<file path="src/rtl/pulse_arb_pkg.sv">
// Shared types, defaults and the round-robin pick helper for pulse_arbiter.
package pulse_arb_pkg;

    localparam int unsigned MAX_REQ           = 8;
    localparam int unsigned IDX_W             = 3;
    localparam int unsigned GAP_DEFAULT       = 3;
    localparam int unsigned GAP_W_DEFAULT     = 8;
    localparam int unsigned REPEAT_DEFAULT    = 25000000;
    localparam int unsigned REPEAT_W_DEFAULT  = 25;

    typedef enum logic [1:0] {
        ST_IDLE  = 2'd0,
        ST_PULSE = 2'd1,
        ST_HOLD  = 2'd2
    } state_e;

    typedef struct packed {
        logic             found;
        logic [IDX_W-1:0] idx;
    } pick_t;

    // First set request searching upward from ptr+1, wrapping at n.
    function automatic pick_t rr_pick(input logic [MAX_REQ-1:0] req,
                                      input logic [IDX_W-1:0]   ptr,
                                      input int unsigned        n);
        pick_t          p;
        logic [IDX_W:0] c;
        p = '0;
        for (int unsigned i = 1; i <= MAX_REQ; i++) begin
            c = {1'b0, ptr} + (IDX_W+1)'(i);
            if (c >= (IDX_W+1)'(n)) c = c - (IDX_W+1)'(n);
            if (i <= n && !p.found && req[c[IDX_W-1:0]]) begin
                p.found = 1'b1;
                p.idx   = c[IDX_W-1:0];
            end
        end
        return p;
    endfunction

endpackage

</file>
<file path="src/rtl/pulse_arbiter_trig_sync.sv">
// Per-channel 3-flop synchroniser with rising-edge detect; optional auto-repeat
// under PULSE_ARB_AUTOREPEAT_EN.
module trig_sync
    import pulse_arb_pkg::*;
`ifdef PULSE_ARB_AUTOREPEAT_EN
#(
    parameter int unsigned REPEAT   = REPEAT_DEFAULT,
    parameter int unsigned REPEAT_W = REPEAT_W_DEFAULT
)
`endif
(
    input  logic iClk,
    input  logic iRst_n,
    input  logic iTrig,
    output logic oLevel,
    output logic oEdge
);

    logic s1_q, s2_q, s3_q;
    logic s1_d, s2_d, s3_d;
    logic edge_c;

    always_comb begin
        s1_d = iTrig;
        s2_d = s1_q;
        s3_d = s2_q;
    end

    // Reset high so a trigger held through reset release is not an edge.
    always_ff @(posedge iClk or negedge iRst_n) begin
        if (!iRst_n) begin
            s1_q <= 1'b1;
            s2_q <= 1'b1;
            s3_q <= 1'b1;
        end else begin
            s1_q <= s1_d;
            s2_q <= s2_d;
            s3_q <= s3_d;
        end
    end

    assign edge_c = s2_q & ~s3_q;
    assign oLevel = s2_q;

`ifdef PULSE_ARB_AUTOREPEAT_EN
    logic [REPEAT_W-1:0] cnt_q, cnt_d;
    logic                rep_c;

    always_comb begin
        cnt_d = cnt_q + REPEAT_W'(1);
        rep_c = 1'b0;
        if (!s2_q || edge_c) begin
            cnt_d = '0;
        end else if (cnt_q == REPEAT_W'(REPEAT - 1)) begin
            cnt_d = '0;
            rep_c = 1'b1;
        end
    end

    always_ff @(posedge iClk or negedge iRst_n) begin
        if (!iRst_n) cnt_q <= '0;
        else         cnt_q <= cnt_d;
    end

    assign oEdge = edge_c | rep_c;
`else
    assign oEdge = edge_c;
`endif

endmodule

</file>
<file path="src/rtl/pulse_arbiter.sv">
// Round-robin arbiter turning async triggers into spaced one-hot pulses.
// Optional auto-repeat of held triggers: define PULSE_ARB_AUTOREPEAT_EN.
module pulse_arbiter
    import pulse_arb_pkg::*;
#(
    parameter int unsigned NUM_REQ  = 4,
    parameter int unsigned GAP      = GAP_DEFAULT,
    parameter int unsigned GAP_W    = GAP_W_DEFAULT,
    parameter int unsigned REPEAT   = REPEAT_DEFAULT,
    parameter int unsigned REPEAT_W = REPEAT_W_DEFAULT
) (
    input  logic               iClk,
    input  logic               iRst_n,
    input  logic [NUM_REQ-1:0] iTrig,
    input  logic               iEnable,
    output logic [NUM_REQ-1:0] oPulse,
    output logic [NUM_REQ-1:0] oPending,
    output logic               oBusy,
    output logic               oMerge
);

    if (NUM_REQ < 2 || NUM_REQ > MAX_REQ) begin : g_chk_num_req
        $error("NUM_REQ must be in 2..8");
    end
    if ((64'(GAP) >> GAP_W) != 64'd0) begin : g_chk_gap
        $error("GAP does not fit in GAP_W");
    end
    if ((64'(REPEAT) >> REPEAT_W) != 64'd0) begin : g_chk_repeat
        $error("REPEAT does not fit in REPEAT_W");
    end

    logic [NUM_REQ-1:0] trig_edge;
    logic [NUM_REQ-1:0] unused_level;

    for (genvar i = 0; i < NUM_REQ; i++) begin : g_sync
`ifdef PULSE_ARB_AUTOREPEAT_EN
        trig_sync #(.REPEAT(REPEAT), .REPEAT_W(REPEAT_W)) u_sync (
`else
        trig_sync u_sync (
`endif
            .iClk   (iClk),
            .iRst_n (iRst_n),
            .iTrig  (iTrig[i]),
            .oLevel (unused_level[i]),
            .oEdge  (trig_edge[i])
        );
    end

    state_e             state_q, state_d;
    logic [IDX_W-1:0]   ptr_q, ptr_d;
    logic [GAP_W-1:0]   gap_q, gap_d;
    logic [NUM_REQ-1:0] pending_q, pending_d;
    logic [NUM_REQ-1:0] pulse_q, pulse_d;
    logic               busy_q, busy_d;
    logic               merge_q, merge_d;
    logic [NUM_REQ-1:0] grant_c;
    pick_t              pick_c;

    always_comb begin
        state_d = state_q;
        ptr_d   = ptr_q;
        gap_d   = gap_q;
        pulse_d = '0;
        grant_c = '0;
        pick_c  = rr_pick(MAX_REQ'(pending_q), ptr_q, NUM_REQ);

        case (state_q)
            ST_IDLE: begin
                if (iEnable && pick_c.found) begin
                    state_d = ST_PULSE;
                    grant_c = NUM_REQ'(1) << pick_c.idx;
                    pulse_d = grant_c;
                    ptr_d   = pick_c.idx;
                end
            end
            ST_PULSE: begin
                gap_d   = (GAP > 0) ? GAP_W'(GAP - 1) : '0;
                state_d = (GAP > 0) ? ST_HOLD : ST_IDLE;
            end
            ST_HOLD: begin
                if (gap_q == '0) state_d = ST_IDLE;
                else             gap_d   = gap_q - GAP_W'(1);
            end
            default: state_d = ST_IDLE;
        endcase

        // A fresh edge on the channel being granted re-arms it.
        pending_d = (pending_q & ~grant_c) | trig_edge;
        merge_d   = |(trig_edge & pending_q & ~grant_c);
        busy_d    = (state_d != ST_IDLE);
    end

    always_ff @(posedge iClk or negedge iRst_n) begin
        if (!iRst_n) begin
            state_q   <= ST_IDLE;
            ptr_q     <= IDX_W'(NUM_REQ - 1);
            gap_q     <= '0;
            pending_q <= '0;
            pulse_q   <= '0;
            busy_q    <= 1'b0;
            merge_q   <= 1'b0;
        end else begin
            state_q   <= state_d;
            ptr_q     <= ptr_d;
            gap_q     <= gap_d;
            pending_q <= pending_d;
            pulse_q   <= pulse_d;
            busy_q    <= busy_d;
            merge_q   <= merge_d;
        end
    end

    assign oPulse   = pulse_q;
    assign oPending = pending_q;
    assign oBusy    = busy_q;
    assign oMerge   = merge_q;

endmodule
</file>
<file path="config.mk">
export PLATFORM = sky130hd
export DESIGN_NAME = pulse_arbiter
export DESIGN_NICKNAME = d
export VERILOG_FILES = /design/src/rtl/pulse_arb_pkg.sv /design/src/rtl/pulse_arbiter_trig_sync.sv /design/src/rtl/pulse_arbiter.sv
export SDC_FILE = /design/constraint.sdc
export NUM_CORES = 1
export LEC_CHECK = 0
export CORE_ASPECT_RATIO = 1.2
export CORE_MARGIN = 2
export CORE_UTILIZATION = 44
export DETAILED_ROUTE_END_ITERATION = 12
export PLACE_DENSITY = 0.61
export SETUP_SLACK_MARGIN = 0.2
export SLEW_MARGIN = 20
export SYNTH_ARGS = -nofsm -noshare
export SYNTH_HDL_FRONTEND = slang
export SYNTH_SLANG_ARGS = --single-unit
</file>
<file path="constraint.sdc">
create_clock -name iClk -period 3.5 [get_ports iClk]
set_clock_uncertainty 0.2 [all_clocks]
set_input_delay 0.35 -clock iClk [delete_from_list [all_inputs] [get_ports iClk]]
set_output_delay 0.35 -clock iClk [all_outputs]
set_load 0.01 [all_outputs]
</file>
==> out/qor.txt <==
Most frequent cells in the layout: dfrtp_1 (21), clkdlybuf4s50_1 (16), inv_1 (14), dfstp_2 (14), o21ai_0 (12)
CORE AREA: 0.00385 mm²
Fin. max-slew vios: 0
Mapped Nets: 169
Vias in the first global route: 1304
GR Util All Layers: 18.6%
Met1 usage: 22.3%
Wire per inst: 14.6 µm
Final setup fails: 0
Sequential share of the synthesized area: 51.5%
Synth top area share: 30.3%
Maximum clock frequency: 330 MHz
Setup_tns: 0 ns
Cells after synthesis: 158
Ranking of synthesized cells by area: dfrtp_1 (30%), dfstp_2 (21%), mux2i_1 (4.0%)
Pre-CTS setup slack: 0.522 ns
Hold-fix buffers, CTS: 0
WL final: 3450 µm
# DRC: 0
Largest net degree at the start of global routing: 36
Die area: 0.00446 mm²
Antenna Cells: 0
Grt met3 use: 3.90%
Yosys warning count: 0
Post-layout nets: 193
Sequential cell area: 893 µm²
Mapped Area: 0.00174 mm²
GPL Wtd Cong: 0.840
Average size of a mapped cell: 11.0 µm²
Initial antenna violation count: 0
Chip width: 61.3 µm
EDFF count, synth: 0
Max-capacitance violation count: 0
Max Root-Sink Buffers: 2
CP Max Fanout: 7
Synth async-reset ratio: 100%
Layout cells sized above 1: 23.5%
Clock sink count: 35
DP Wirelength: 2590 µm
HP Class: reg -> reg
Worst Setup End Kind: register
Post-CTS setup buffers: 0
Area of the multi-input gates: 762 µm²
FP Rows: 25
Main flop type after synthesis: dfrtp_1
Clock slew at reported path FFs: 0.08 ns
First DRT Iteration DRCs: 79
Filler instances: 355
CP required: 3.47 ns
Gates resized, CTS repair: 0
Area leader, netlist: dfrtp_1
DR vias: 1285
PnR worst setup slack: 0.472 ns
Post-layout min period: 3.03 ns
Yosys cell types: 47
Number of buffers added on ports: 16
IO Pins: 17
Synthesized flop and latch total: 35
Die height: 72.8 µm
Pre-Repair DR Iteration Count: 4
CTS tree: built
First-pass GRT wire length: 6020 µm
Htree depth: 2
Crit path DAT: 2.99 ns
Worst VDD drop: 0.000487 V
Worst Max-Slew Pin Slew: 0.557 ns
Final hold viol count: 0
WS Path Type: reg -> reg
RSZ-0062 raised after global routing: false
Starting density of the core: 45.1%
Routed Antenna Nets: 0
P_leak: 0.000896 µW
P&R area growth vs syn: 20.2%
Power density cells: 1040 mW/mm²
Status: finished clean
Slew Limit Headroom: 62.8%
Root Buffer: clkbuf_8
Vias per cell: 5.42
Total congestion overflow: 0
Worst-Skew Late Latency: 0.29 ns
Total CTS buffers: 5
Gr busiest metal: met2
Setup crit start kind: register
Final Util: 54.2%
Final period utilization: 86.5%
GRT met2 Usage: 30.0%
Most common cell after layout, fill and taps aside: dfrtp_1
==> synth_stat cells, types with 2 or more instances <==
cell type and number:
or3_1 2, o22ai_1 2, inv_1 14, nor3_1 5, nand3_1 4, a31oi_1 3
nor3b_1 2, or2_1 2, nand2b_1 6, ha_1 4, o211ai_1 2, o21ai_0 12
mux4_2 2, nor4_1 2, nor2_2 2, nand2_1 10, nor2_1 9, o21ai_1 2
dfstp_2 14, nor2b_1 2, mux2i_1 7, dfrtp_1 21, a21oi_1 5
==> layout make-up <==
type	count	share of cell area (%)
clock buffers	5	3.30
clock inverters	3	2.28
inverters	15	2.70
multi-input cells	105	36.5
flip-flops and latches	35	42.8
well taps	54	3.24
repair buffers	20	9.12
==> report_power, final <==
part           internal, µW  total, µW  switching, µW  leakage [µW]
logic                   502       1140            634      0.000432
clock network           216        374            158     0.0000587
registers               534        650            116      0.000405
total                  1250       2160            908      0.000896
==> worst max-delay path, cell delays in order, from the launching register on <==
cell and delay (ns):
dfstp_2 0.54, inv_2 0.07, ha_1 0.41, mux2i_1 0.26
a31oi_1 0.13, a21oi_1 0.44, a2111oi_4 0.17, or2_4 0.30
a221oi_2 0.27, o211ai_2 0.11
==> state kept, by name, indices dropped and copies added, names as in the netlist <==
| signal | cells |
|---|---|
| oPending | 4 |
| ptr_q | 3 |
| g_sync.u_sync.oLevel | 4 |
| g_sync.u_sync.s3_q | 4 |
| state_q | 2 |
| g_sync.u_sync.s1_q | 4 |
| gap_q | 8 |
| oPulse | 4 |
| oBusy | 1 |
| oMerge | 1 |
==> routing by layer <==
layer  up-vias  routed length [µm]
met5         -                   0
met4         0                 142
met3        12                 148
met2        43                1820
met1       621                1340
li1        609                   -
==> kinds of logic after synthesis <==
| group | after synthesis | synth area share (%) |
|---|---|---|
| AOI/OAI and AO/OA | 40 | 18.4 |
| buffers and inverters | 18 | 4.61 |
| DFF | 35 | 51.5 |
| xor gates and xnor gates | 1 | 0.505 |
| and+or+nand+nor | 51 | 15.5 |
| muxes | 9 | 6.63 |
| adders and majority gates | 4 | 2.88 |
==> metrics by stage <==
stage	hold WS [ns]	instances	area [µm²]	power, µW
floorplan	-0.146	158	1740	1500
global placement	0.146	229	1970	1770
detailed placement	0.147	229	1970	1790
CTS	0.158	237	2090	2180
global route	0.161	237	2090	2340
finish	0.157	237	2090	2160
==> final timing paths <==
kind	start	endpoint	slack, ns	cells past startpoint
min	g_sync[0].u_sync.s1_q	g_sync[0].u_sync.oLevel	0.16	0
min in group asynchronous	iRst_n	gap_q[1]	0.26	2
max reg2reg	ptr_q[0]	oMerge	0.47	9
min reg2reg	g_sync[0].u_sync.s1_q	g_sync[0].u_sync.oLevel	0.16	0
max in group asynchronous	iRst_n	g_sync[3].u_sync.s3_q	2.50	2
max	ptr_q[0]	oMerge	0.47	9
No activity file was read; power rests on OpenSTA's default activity.
